--- src/rtl/pair_sort4_ctrl.sv ---
// pair_sort4_ctrl
// Collects a block of four WIDTH-bit words over a valid/ready input stream,
// sorts it in place with bubble-sort passes (one compare-and-swap per clock),
// then returns the sorted block over a valid/ready output stream.
//
// Parameters:
//   WIDTH   - data word width in bits
//   DESCEND - 0: ascending (word 0 smallest), 1: descending
//
// Ports:
//   clk        - clock
//   reset      - synchronous, active-high reset
//   in_valid   - in_data holds a valid word
//   in_ready   - block can accept a word this cycle (LOAD)
//   in_data    - input word
//   out_valid  - out_data holds a valid sorted word (DRAIN)
//   out_ready  - downstream accepts out_data this cycle
//   out_data   - sorted word, driven from a register
//   out_last   - marks the 4th word of the block
//   busy       - high in SORT or DRAIN
//   swap_count - swaps performed on the current/last block (0..6)
module pair_sort4_ctrl #(
  parameter int unsigned WIDTH   = 8,
  parameter logic        DESCEND = 1'b0
) (
  input  logic             clk,
  input  logic             reset,
  input  logic             in_valid,
  output logic             in_ready,
  input  logic [WIDTH-1:0] in_data,
  output logic             out_valid,
  input  logic             out_ready,
  output logic [WIDTH-1:0] out_data,
  output logic             out_last,
  output logic             busy,
  output logic [2:0]       swap_count
);

  typedef enum logic [1:0] {
    ST_LOAD  = 2'd0,
    ST_SORT  = 2'd1,
    ST_DRAIN = 2'd2
  } state_t;

  state_t           state_q, state_d;
  logic [WIDTH-1:0] buf_q [4];
  logic [WIDTH-1:0] buf_d [4];
  logic [1:0]       idx_q, idx_d;
  logic [1:0]       j_q, j_d;
  logic [1:0]       pass_q, pass_d;
  logic             pass_swapped_q, pass_swapped_d;
  logic [2:0]       swap_count_q, swap_count_d;

  // Output registers, loaded from the next-state values so every output
  // comes straight from a flop.
  logic             in_ready_q, in_ready_d;
  logic             out_valid_q, out_valid_d;
  logic             out_last_q, out_last_d;
  logic             busy_q, busy_d;
  logic [WIDTH-1:0] out_data_q, out_data_d;

  logic [WIDTH-1:0] lo_s, hi_s;
  logic             swap_s;
  logic             swapped_any_s;

  // Strict comparison, so equal words never swap (stable sort).
  function automatic logic need_swap(input logic [WIDTH-1:0] a,
                                     input logic [WIDTH-1:0] b);
    if (DESCEND) begin
      need_swap = (a < b);
    end else begin
      need_swap = (a > b);
    end
  endfunction

  // Next-state logic: load, compare-and-swap sequencing and drain.
  always_comb begin
    state_d        = state_q;
    buf_d          = buf_q;
    idx_d          = idx_q;
    j_d            = j_q;
    pass_d         = pass_q;
    pass_swapped_d = pass_swapped_q;
    swap_count_d   = swap_count_q;
    lo_s           = buf_q[j_q];
    hi_s           = buf_q[j_q + 2'd1];
    swap_s         = 1'b0;
    swapped_any_s  = 1'b0;

    case (state_q)
      ST_LOAD: begin
        if (in_valid && in_ready_q) begin
          buf_d[idx_q] = in_data;
          idx_d        = idx_q + 2'd1;
          if (idx_q == 2'd0) begin
            swap_count_d = 3'd0;
          end else begin
            swap_count_d = swap_count_q;
          end
          if (idx_q == 2'd3) begin
            idx_d          = 2'd0;
            j_d            = 2'd0;
            pass_d         = 2'd0;
            pass_swapped_d = 1'b0;
            state_d        = ST_SORT;
          end else begin
            state_d = ST_LOAD;
          end
        end else begin
          state_d = ST_LOAD;
        end
      end

      ST_SORT: begin
        swap_s = need_swap(lo_s, hi_s);
        if (swap_s) begin
          buf_d[j_q]        = hi_s;
          buf_d[j_q + 2'd1] = lo_s;
          swap_count_d      = swap_count_q + 3'd1;
          pass_swapped_d    = 1'b1;
        end else begin
          swap_count_d = swap_count_q;
        end
        // A swap on the last compare of a pass still counts for that pass.
        swapped_any_s = pass_swapped_q | swap_s;
        if (j_q == 2'd2) begin
          if (!swapped_any_s || (pass_q == 2'd2)) begin
            state_d = ST_DRAIN;
          end else begin
            pass_d         = pass_q + 2'd1;
            j_d            = 2'd0;
            pass_swapped_d = 1'b0;
          end
        end else begin
          j_d = j_q + 2'd1;
        end
      end

      ST_DRAIN: begin
        if (out_valid_q && out_ready) begin
          if (idx_q == 2'd3) begin
            idx_d   = 2'd0;
            state_d = ST_LOAD;
          end else begin
            idx_d = idx_q + 2'd1;
          end
        end else begin
          idx_d = idx_q;
        end
      end

      default: begin
        state_d = ST_LOAD;
        idx_d   = 2'd0;
      end
    endcase

    in_ready_d  = (state_d == ST_LOAD);
    out_valid_d = (state_d == ST_DRAIN);
    busy_d      = (state_d != ST_LOAD);
    out_data_d  = buf_d[idx_d];
    out_last_d  = (state_d == ST_DRAIN) && (idx_d == 2'd3);
  end

  // Control state and output registers with synchronous reset.
  always_ff @(posedge clk) begin
    if (reset) begin
      state_q        <= ST_LOAD;
      idx_q          <= 2'd0;
      j_q            <= 2'd0;
      pass_q         <= 2'd0;
      pass_swapped_q <= 1'b0;
      swap_count_q   <= 3'd0;
      in_ready_q     <= 1'b1;
      out_valid_q    <= 1'b0;
      out_last_q     <= 1'b0;
      busy_q         <= 1'b0;
      out_data_q     <= '0;
    end else begin
      state_q        <= state_d;
      idx_q          <= idx_d;
      j_q            <= j_d;
      pass_q         <= pass_d;
      pass_swapped_q <= pass_swapped_d;
      swap_count_q   <= swap_count_d;
      in_ready_q     <= in_ready_d;
      out_valid_q    <= out_valid_d;
      out_last_q     <= out_last_d;
      busy_q         <= busy_d;
      out_data_q     <= out_data_d;
    end
  end

  // Word storage; contents are don't-care after reset.
  always_ff @(posedge clk) begin
    buf_q <= buf_d;
  end

  assign in_ready   = in_ready_q;
  assign out_valid  = out_valid_q;
  assign out_last   = out_last_q;
  assign busy       = busy_q;
  assign out_data   = out_data_q;
  assign swap_count = swap_count_q;

endmodule

--- config.mk ---
export PLATFORM = sky130hd
export DESIGN_NAME = pair_sort4_ctrl
export DESIGN_NICKNAME = d
export VERILOG_FILES = /design/src/rtl/pair_sort4_ctrl.sv
export SDC_FILE = /design/constraint.sdc
export NUM_CORES = 1
export LEC_CHECK = 0
export CAP_MARGIN = 20
export CORE_MARGIN = 1.5
export CORE_UTILIZATION = 45
export CTS_BUF_LIST = sky130_fd_sc_hd__clkbuf_2 sky130_fd_sc_hd__clkbuf_4 sky130_fd_sc_hd__clkbuf_8
export CTS_CLUSTER_DIAMETER = 80
export CTS_CLUSTER_SIZE = 30
export DETAILED_ROUTE_END_ITERATION = 10
export GPL_TIMING_DRIVEN = 0
export HOLD_SLACK_MARGIN = 0.05
export PLACE_DENSITY = 0.69
export SLEW_MARGIN = 10
export SYNTH_ARGS = -nofsm -noshare
export SYNTH_HDL_FRONTEND = slang
export SYNTH_SLANG_ARGS = --single-unit
--- constraint.sdc ---
create_clock -name clk -period 5 [get_ports clk]
set_input_delay 1 -clock clk [delete_from_list [all_inputs] [get_ports clk]]
set_output_delay 1 -clock clk [all_outputs]
set_load 0.03 [all_outputs]
==> out/metrics.cfg, run 1 <==
[run_status]
status=completed

[finish]
fill_cells=781
drive_above_1_share_pct=13.73
antenna_cells=0
fin_nets=491
final_area_um2=4283
syn2layout_area_growth_pct=13.01
final_util_pct=52.39

[power]
max-vdd-ir-drop_mv=0.1499
leakage_nw=1.602
p_per_area_nw_per_um2=357.2

[sta]
finalSetupViolations=0
slew_headroom_pct=41.53
tightest_slew_ps=872.4
slew_viol_final=0
worst_slack_ps=302.9
final_hold_viol_count=0
clock_skew_ps=7.210
rsz0062_at_grt=no
tns_ps=0
fin_crit_ps=4697
hold_ws_ps=478.9
fin_crit_sh_pct=93.94
max_freq_mhz=212.9

[logic_synthesis]
syn-instance-count=425
synth_edf_count=0
synth_top_family_by_area=compound AO/OA/AOI/OAI gates
synthFlopType=dfxtp_1
synthArstFlopShare_pct=0
synth_warnings=0
synth_adder_area_share_pct=6.933
ys_types=51
syn_area_um2=3790
syn_nets=458
synth_xor_area_share_pct=0.4622
synth_compound_area_share_pct=28.56
syn_area_per_cell_um2=8.917
muxShareOfSynthArea_pct=14.89
yosys.area_share.simple_pct=12.55
yosysSeqAreaShare_pct=29.58
ys_seq_elements=56

[clock_network]
cts_setup_buffers=0
root_buffer=clkbuf_8
clk_latency_ps=310
cts-htree-levels=2
cts_tree=yes
clockBufferDepth=2
holdBufCountCts=0
cts_sinks=56
cts-buffers-inserted=5
cts_resized=0
clk_pin_slew_ps=110

[grt]
grt_pass1_wl_um=18910
first_global_vias=3661
grt_start_max_net_pins=18
grt_overflow=0
grt.total_usage_pct=28.10
antenna_found_initial=0

[die]
fp.dieH_um=94.77
rows=33
dieArea_um2=8981
initial_utilization_pct=46.36
io_pins=27
coreArea_um2=8175
die_x_um=94.77

[placement]
place_area_um2=4182
pre_cts_ws_ps=315.6
routabilityCongestion=0.9213
dpl.hpwl_um=8452
portBuffers=26

[setup_path]
start_kind=flop
path_max_fanout=10
critPathArrivalTime_ps=4920
cp-end-kind=flop
crit_required_ps=5220
worstSetupPathType=reg -> reg

[job]
maxCapViolCount=0

[routing]
via_per_inst=6.605
wire_per_inst_um=21.32
antenna_left=0
dr.pass1.iters=5
route.detailed.drc=0
routed_wl_um=12030
drt_iter0_drc=347
vias=3725

[hold_path]
hold_path_class=reg -> reg

## layout make-up
cell class	instances	area, µm²	area share (%)
Buffer	30	170.2	3.973
Clock buffer	6	82.58	1.928
Clock inverter	2	13.76	0.3214
Inverter	25	96.34	2.249
Multi-Input combinational cell	314	2407	56.21
Sequential cell	56	1121	26.18
Tap cell	105	131.4	3.067
Timing Repair Buffer	26	260.3	6.077
## critical path, stage by stage, from the launching register on
cell and delay (ps):
dfxtp_1 440, buf_6 190, buf_6 190, buf_6 200, inv_1 100, ha_1 270
buf_2 330, mux4_2 620, inv_1 90, ha_1 230, nor2b_2 160, o211ai_2 150
a21oi_2 90, o21a_1 180, buf_6 140, nor2_1 610, a221o_1 300, mux2i_1 80
o31ai_1 220
## routing by layer
metal / vias to the layer above / wire [µm] / part of all wire [%] / global-route usage [%]
met5: - / 0 / 0 / 0
met3: 54 / 1169 / 9.7 / 5.314
met4: 0 / 478 / 4.0 / 15.30
met2: 228 / 5568 / 46 / 45.77
met1: 1759 / 4810 / 40 / 34.81
li1: 1684 / - / - / -
## registers in the layout, summed over array words and instances (netlist names)
register and cells:
state_q 2, out_valid 1, idx_q 2, buf_q 32
out_last 1, pass_swapped_q 1, busy 1, pass_q 2
in_ready 1, out_data 8, j_q 2, swap_count 3
## cell usage after synthesis, types with 3 or more instances
library cell / instances / share of area, %
mux2_2: 15 / 4.5
clkbuf_1: 13 / 1.3
o21a_1: 4 / 0.79
o21ai_0: 6 / 0.79
inv_1: 24 / 2.4
a32oi_1: 3 / 0.69
buf_2: 5 / 0.66
mux2i_1: 17 / 4.5
a211oi_1: 5 / 0.99
a221oi_1: 23 / 5.3
nor2_1: 24 / 2.4
a21oi_1: 36 / 4.8
nand2_1: 47 / 4.7
and2_1: 5 / 0.83
o21ai_1: 4 / 0.53
o22ai_1: 3 / 0.50
buf_4: 3 / 0.59
o21ai_2: 3 / 0.69
buf_6: 5 / 1.5
nor3_1: 6 / 0.79
mux4_2: 10 / 5.9
nand3_1: 7 / 0.92
ha_1: 21 / 6.9
a31oi_1: 6 / 0.99
o31ai_1: 5 / 0.99
a221o_1: 26 / 6.9
and3_1: 5 / 0.83
a22o_1: 7 / 1.6
dfxtp_1: 56 / 30
## per-stage QoR
| step | cells | power, W |
|---|---|---|
| after floorplan | 425 | 0.001086 |
| after global placement | 556 | 0.001233 |
| after detailed placement | 556 | 0.001251 |
| after CTS | 564 | 0.001518 |
| after global routing | 564 | 0.001616 |
| final | 564 | 0.001530 |
## where the power goes
| group | leakage (nW) | internal [W] | switching (W) | total (W) |
|---|---|---|---|---|
| clock network | 0.0516 | 0.000114 | 0.000156 | 0.000270 |
| logic | 1.09 | 0.000280 | 0.000308 | 0.000587 |
| registers | 0.464 | 0.000561 | 0.000112 | 0.000672 |
| total | 1.60 | 0.000954 | 0.000576 | 0.00153 |
## cell families after synthesis
group	after synthesis
simple gates	105
compound gates	144
buf+inv	55
flops	56
xor+xnor	2
mux	42
fa+ha+maj	21
## cells in the final DEF (no fill, tap or decap), types with 2 or more instances in the layout
cell type / Yosys / final
nor3_1: 6 / 6
a21oi_2: 2 / 2
a211oi_1: 5 / 5
and3_1: 5 / 5
nor2_1: 24 / 24
clkbuf_1: 13 / 13
dfxtp_1: 56 / 56
buf_6: 5 / 5
ha_1: 21 / 21
a221o_1: 26 / 26
o211ai_2: 2 / 2
o31ai_1: 5 / 4
a21oi_1: 36 / 36
clkdlybuf4s50_1: 0 / 26
o21ai_1: 4 / 4
and2_1: 5 / 5
o21ai_0: 6 / 6
nand2_1: 47 / 47
a221oi_1: 23 / 23
clkbuf_8: 0 / 6
nor2_2: 2 / 2
o22ai_1: 3 / 3
mux4_2: 10 / 10
buf_2: 5 / 5
buf_4: 3 / 3
a32oi_1: 3 / 3
mux2_2: 15 / 15
nand3_1: 7 / 7
buf_1: 2 / 2
clkbuf_2: 2 / 2
a31oi_1: 6 / 6
inv_1: 24 / 24
mux2i_1: 17 / 17
o21bai_1: 2 / 2
nand4_1: 2 / 2
a22o_1: 7 / 7
a21o_1: 2 / 2
nor2b_1: 2 / 2
o21ai_2: 3 / 3
o21a_1: 4 / 4
## path summary, 6_finish.rpt
check | startpoint | to | slack, ps | cells after the start
setup / recovery | j_q[0] | out_data[0] | 300 | 18
hold / removal | pass_q[0] | pass_q[0] | 480 | 1
setup reg to reg | j_q[0] | out_data[0] | 300 | 18
hold reg to reg | pass_q[0] | pass_q[0] | 480 | 1
No activity file was read; power rests on OpenSTA's default activity.
==> run 2, diff against run 1 <==
Settings changed: ABC_CLOCK_PERIOD_IN_PS set to 5000, DONT_BUFFER_PORTS set to 1, PLACE_DENSITY 0.69 to 0.65.
==> out/metrics.cfg, run 2 (same netlist as run 1, synthesis figures left out) <==
[run_status]
status=completed

[clock_network]
cts-htree-levels=2
cts_tree=yes
cts_resized=0
cts-buffers-inserted=5
holdBufCountCts=0
root_buffer=clkbuf_8
clockBufferDepth=2
cts_sinks=56
clk_latency_ps=320
clk_pin_slew_ps=110
cts_setup_buffers=0

[grt]
first_global_vias=3478
antenna_found_initial=0
grt.total_usage_pct=27.84
grt_overflow=0
grt_pass1_wl_um=18750
grt_start_max_net_pins=20

[routing]
route.detailed.drc=0
drt_iter0_drc=435
wire_per_inst_um=22.28
routed_wl_um=11980
dr.pass1.iters=8
antenna_left=0
vias=3549
via_per_inst=6.597

[die]
die_x_um=94.77
dieArea_um2=8981
fp.dieH_um=94.77
rows=33
io_pins=27
coreArea_um2=8175
initial_utilization_pct=46.36

[sta]
slew_headroom_pct=33.49
slew_viol_final=0
worst_slack_ps=361.6
rsz0062_at_grt=no
fin_crit_ps=4638
max_freq_mhz=215.6
finalSetupViolations=0
tns_ps=0
final_hold_viol_count=0
clock_skew_ps=10.38
fin_crit_sh_pct=92.77
tightest_slew_ps=992.3

[finish]
fill_cells=788
fin_nets=465
drive_above_1_share_pct=14.78
multi_input_area_um2=2410
final_common_cell=dfxtp_1
seqCellArea_um2=1121
syn2layout_area_growth_pct=6.207
antenna_cells=0
largest_reg_flops=32
mostFrequentLayoutCells=dfxtp_1, nand2_1, a21oi_1, a221o_1, inv_1
top_register=buf_q

[power]
p_per_area_nw_per_um2=372.1
leakage_nw=1.499
max-vdd-ir-drop_mv=0.1317

[placement]
routabilityCongestion=0.9421
portBuffers=0
dpl.hpwl_um=8270
pre_cts_ws_ps=131.0

[job]
maxCapViolCount=0

[setup_path]
path_max_fanout=10
critPathArrivalTime_ps=4840
worstSetupPathType=reg -> reg
start_kind=flop
cp-end-kind=flop
crit_required_ps=5200

[hold_path]
hold_path_class=reg -> reg

run 2: cell count changes in the layout (fill, tap and decap cells not counted), sizes merged:
cell           change
buf                -1
clkdlybuf4s50     -26
clkinv             -1
clkinvlp           +1
inv                +1
run 2: worst max-delay path, stage by stage (launching register included):
cell and delay (ps):
dfxtp_1 490, buf_6 180, buf_6 180, buf_6 190
inv_1 100, ha_1 290, clkbuf_4 260, mux4_2 590
inv_1 80, ha_1 230, nor2b_2 160, o211ai_2 140
a21oi_2 90, o22ai_1 350, a21oi_1 220, o31ai_2 580
mux2i_1 320, nor2_1 60
run 2: final cells by class:
| class | count | area share (%) |
|---|---|---|
| clock inverter | 3 | 0.6217 |
| multi-input combinational | 314 | 59.87 |
| buffer | 30 | 4.290 |
| inverter | 25 | 2.394 |
| sequential | 56 | 27.85 |
| clock buffer | 5 | 1.710 |
| tap | 105 | 3.264 |
run 2: final timing paths:
check | startpoint | end | slack, ps | depth (start not counted)
max | j_q[0] | j_q[0] | 360 | 17
min | pass_q[1] | pass_q[1] | 470 | 2
max reg2reg | j_q[0] | j_q[0] | 360 | 17
min reg2reg | pass_q[1] | pass_q[1] | 470 | 2
run 2: layer usage:
| layer | track usage, % | part of all wire, % | routed length, µm |
|---|---|---|---|
| met1 | 34.46 | 40 | 4833 |
| met2 | 44.58 | 46 | 5523 |
| met3 | 8.213 | 10 | 1241 |
| met4 | 12.19 | 3.2 | 386 |
| met5 | 0 | 0 | 0 |
run 2: stage by stage:
stage	util, %	std cells	total power, W	cell area [µm²]	hold slack, ps
after floorplan	-	425	0.001086	3790	429.2
after global placement	47.96	530	0.001206	3921	440.7
after detailed placement	47.96	530	0.001214	3921	449.6
after CTS	49.11	538	0.001484	4015	474.0
after global routing	49.23	538	0.001587	4025	492.9
final	49.23	538	0.001498	4025	472.2
run 2: power by group:
part | total, W | switching [W] | leakage [nW] | internal [W]
clock | 0.000267 | 0.000164 | 0.0452 | 0.000103
combinational | 0.000529 | 0.000276 | 0.990 | 0.000252
sequential | 0.000702 | 0.000141 | 0.464 | 0.000561
total | 0.00150 | 0.000581 | 1.50 | 0.000916
==> variant (settings of run 1) <==
Set the parameter `WIDTH` to 9 (it was 8).
--- a/src/rtl/pair_sort4_ctrl.sv
+++ b/src/rtl/pair_sort4_ctrl.sv
@@ -22,3 +22,3 @@
 module pair_sort4_ctrl #(
-  parameter int unsigned WIDTH   = 8,
+  parameter int unsigned WIDTH   = 9,
   parameter logic        DESCEND = 1'b0
Interface: changed (resized in_data and out_data); port bits go from 27 to 29. The function was not compared with the original's and may differ.
==> variant against run 1 <==
- clock power is 87% higher
- sequential power is 12% higher
- maximum frequency is 2.5% lower
- total power is 52% higher
- sequential cell count is 5 higher
- worst setup slack worse by 0.12 ns
- wire length is 36% higher
- design area is 22% higher
- utilization is 1.1 points higher
- synthesized area is 19% higher
- clock skew is 0.00056 ns higher
- largest cell class unchanged
==> variant: results (changes against run 1) <==
{| class="wikitable"
! Metric !! Value
|-
| Via-to-Cell Ratio || 6.64 (+0.54%)
|-
| Via count of the first global-routing pass || 4,559 (+25%)
|-
| Grt ovf || 0 (unchanged)
|-
| Iteration-0 DRC Markers || 488 (+41%)
|-
| Actual transition at the worst max-transition pin || 0.929 ns (+0.0567 ns)
|-
| Critical-path top delay cell || dfxtp_1
|-
| CP peak stage delay || 0.43 ns (-0.19 ns)
|-
| Sequential share of the synthesized area || 27.1% (-2.5 points)
|-
| Layout cell share with drive strength beyond 1 || 12.0% (-1.7 points)
|-
| Clk_skew || 0.00777 ns (+0.000556 ns)
|-
| Synthesized net count || 585 (+28%)
|-
| Run status || complete, no violations
|-
| Leakage Power || 1.94 nW (+21%)
|-
| Worst-case vdd ir drop || 153 uV (+1.8%)
|-
| GPL Wtd Cong || 1.06 (+15%)
|-
| Largest cells by area after synthesis || dfxtp_1, ha_1, mux2i_1
|-
| Number of buffers created by CTS || 9 (+4)
|-
| Routed wire length per instance || 22.6 um (+6.1%)
|-
| Half-perimeter wire length after detailed placement || 11,800 um (+40%)
|-
| Max reg flops || 36 (+13%)
|-
| DP Area || 0.00497 sq mm (+19%)
|-
| Maximum number of pins on one net before global-route repair || 20 (+2)
|-
| Pre-CTS setup slack || -0.0177 ns (-0.333 ns)
|-
| Depth of the CTS H-tree || 3 (+1)
|-
| Number of nets in the final layout || 624 (+27%)
|-
| Number of buffers added on ports || 28 (+7.7%)
|-
| Net Sw Power || 0.979 mW (+70%)
|-
| Clock latency of the later-clocked register in the worst-skew pair || 0.36 ns (+0.05 ns)
|-
| Most numerous cell types in the synthesized netlist || dfxtp_1, nand2_1, nor2_1, a21oi_1, a22oi_1
|-
| Worst-path clk slew || 0.07 ns (-0.04 ns)
|-
| Arrival @ worst endpoint || 5.06 ns (+0.14 ns)
|-
| Synth cell types || 59 (+16%)
|-
| Wire length of the first global-routing pass || 25,200 um (+33%)
|}
==> variant: changes by cell type after synthesis, moves of 7 or more <==
cell      change
a221o_1      -16
a221oi_1     -22
a22oi_1      +31
a31oi_1       +9
mux2i_1       +7
nand3_1       +7
nor2_1       +18
o211ai_1      +7
o21ai_0      +25
o22ai_1      +11
o311a_1       +8
==> variant: timing repair <==
item | CTS | global route
hold endpoints to repair | 0 | 0
setup endpoints to repair | 5 | 11
setup buffers | 0 | 0
resized for setup | 0 | 7
==> variant: cell families after synthesis <==
group,Yosys count,synth area share [%]
compound gates,211,32.8
flops,61,27.1
buf+inv,62,6.08
simple gates,143,14.3
mux,48,13.1
xor+xnor,1,0.194
fa+ha+maj,23,6.38
==> variant: final cells by class <==
type	instances	area (sq um)
Buffer	34	174
Clock buffer	11	145
Sequential cell	61	1220
Inverter	27	104
Fill cell	961	4520
Timing Repair Buffer	29	285
Tap cell	133	166
Clock inverter	4	72.6
Multi-Input combinational cell	426	3040
==> variant: final timing paths <==
kind	from	endpoint	slack (ns)	cells after the start
worst min register to register	swap_count[1]	swap_count[1]	0.49	2
worst min-delay path	swap_count[1]	swap_count[1]	0.49	2
worst max-delay path	j_q[1]	out_data[4]	0.18	17
worst max register to register	j_q[1]	out_data[4]	0.18	17
==> variant: power groups by stage <==
stage / Clock, mW / Combinational (mW) / Sequential, mW
floorplan: 0 / 0.709 / 0.754
global placement: 0 / 1.01 / 0.751
detailed placement: 0 / 1.02 / 0.759
CTS: 0.507 / 1.01 / 0.748
global route: 0.528 / 1.15 / 0.770
finish: 0.505 / 1.06 / 0.754
==> variant: per-stage QoR <==
step                total power [mW]  hold slack [ns]  instances
floorplan                       1.46            0.465        549
global placement                1.76            0.464        710
detailed placement              1.78            0.485        711
CTS                             2.27            0.493        725
global route                    2.45            0.533        725
finish                          2.32            0.486        725
==> variant: metal layers <==
metal  share of wire [%]  vias to the layer above  routed length [um]  GRT usage, %
met1                  40                     2278                6610          41.5
met2                  44                      297                7280          49.0
met3                  11                       61                1820          8.61
met4                 4.2                        0                 688          18.3
met5                   0                        -                   0             0
li1                    -                     2178                   -             -
==> variant: worst max-delay path: cells and delay by family (launching register included) <==
kind / cells / cell delay [ns]
AOI/OAI and AO/OA: 4 / 1.18
adders and majority gates: 2 / 0.65
buffers and inverters: 6 / 1.33
DFF: 1 / 0.43
muxes: 2 / 0.43
and+or+nand+nor: 3 / 0.67
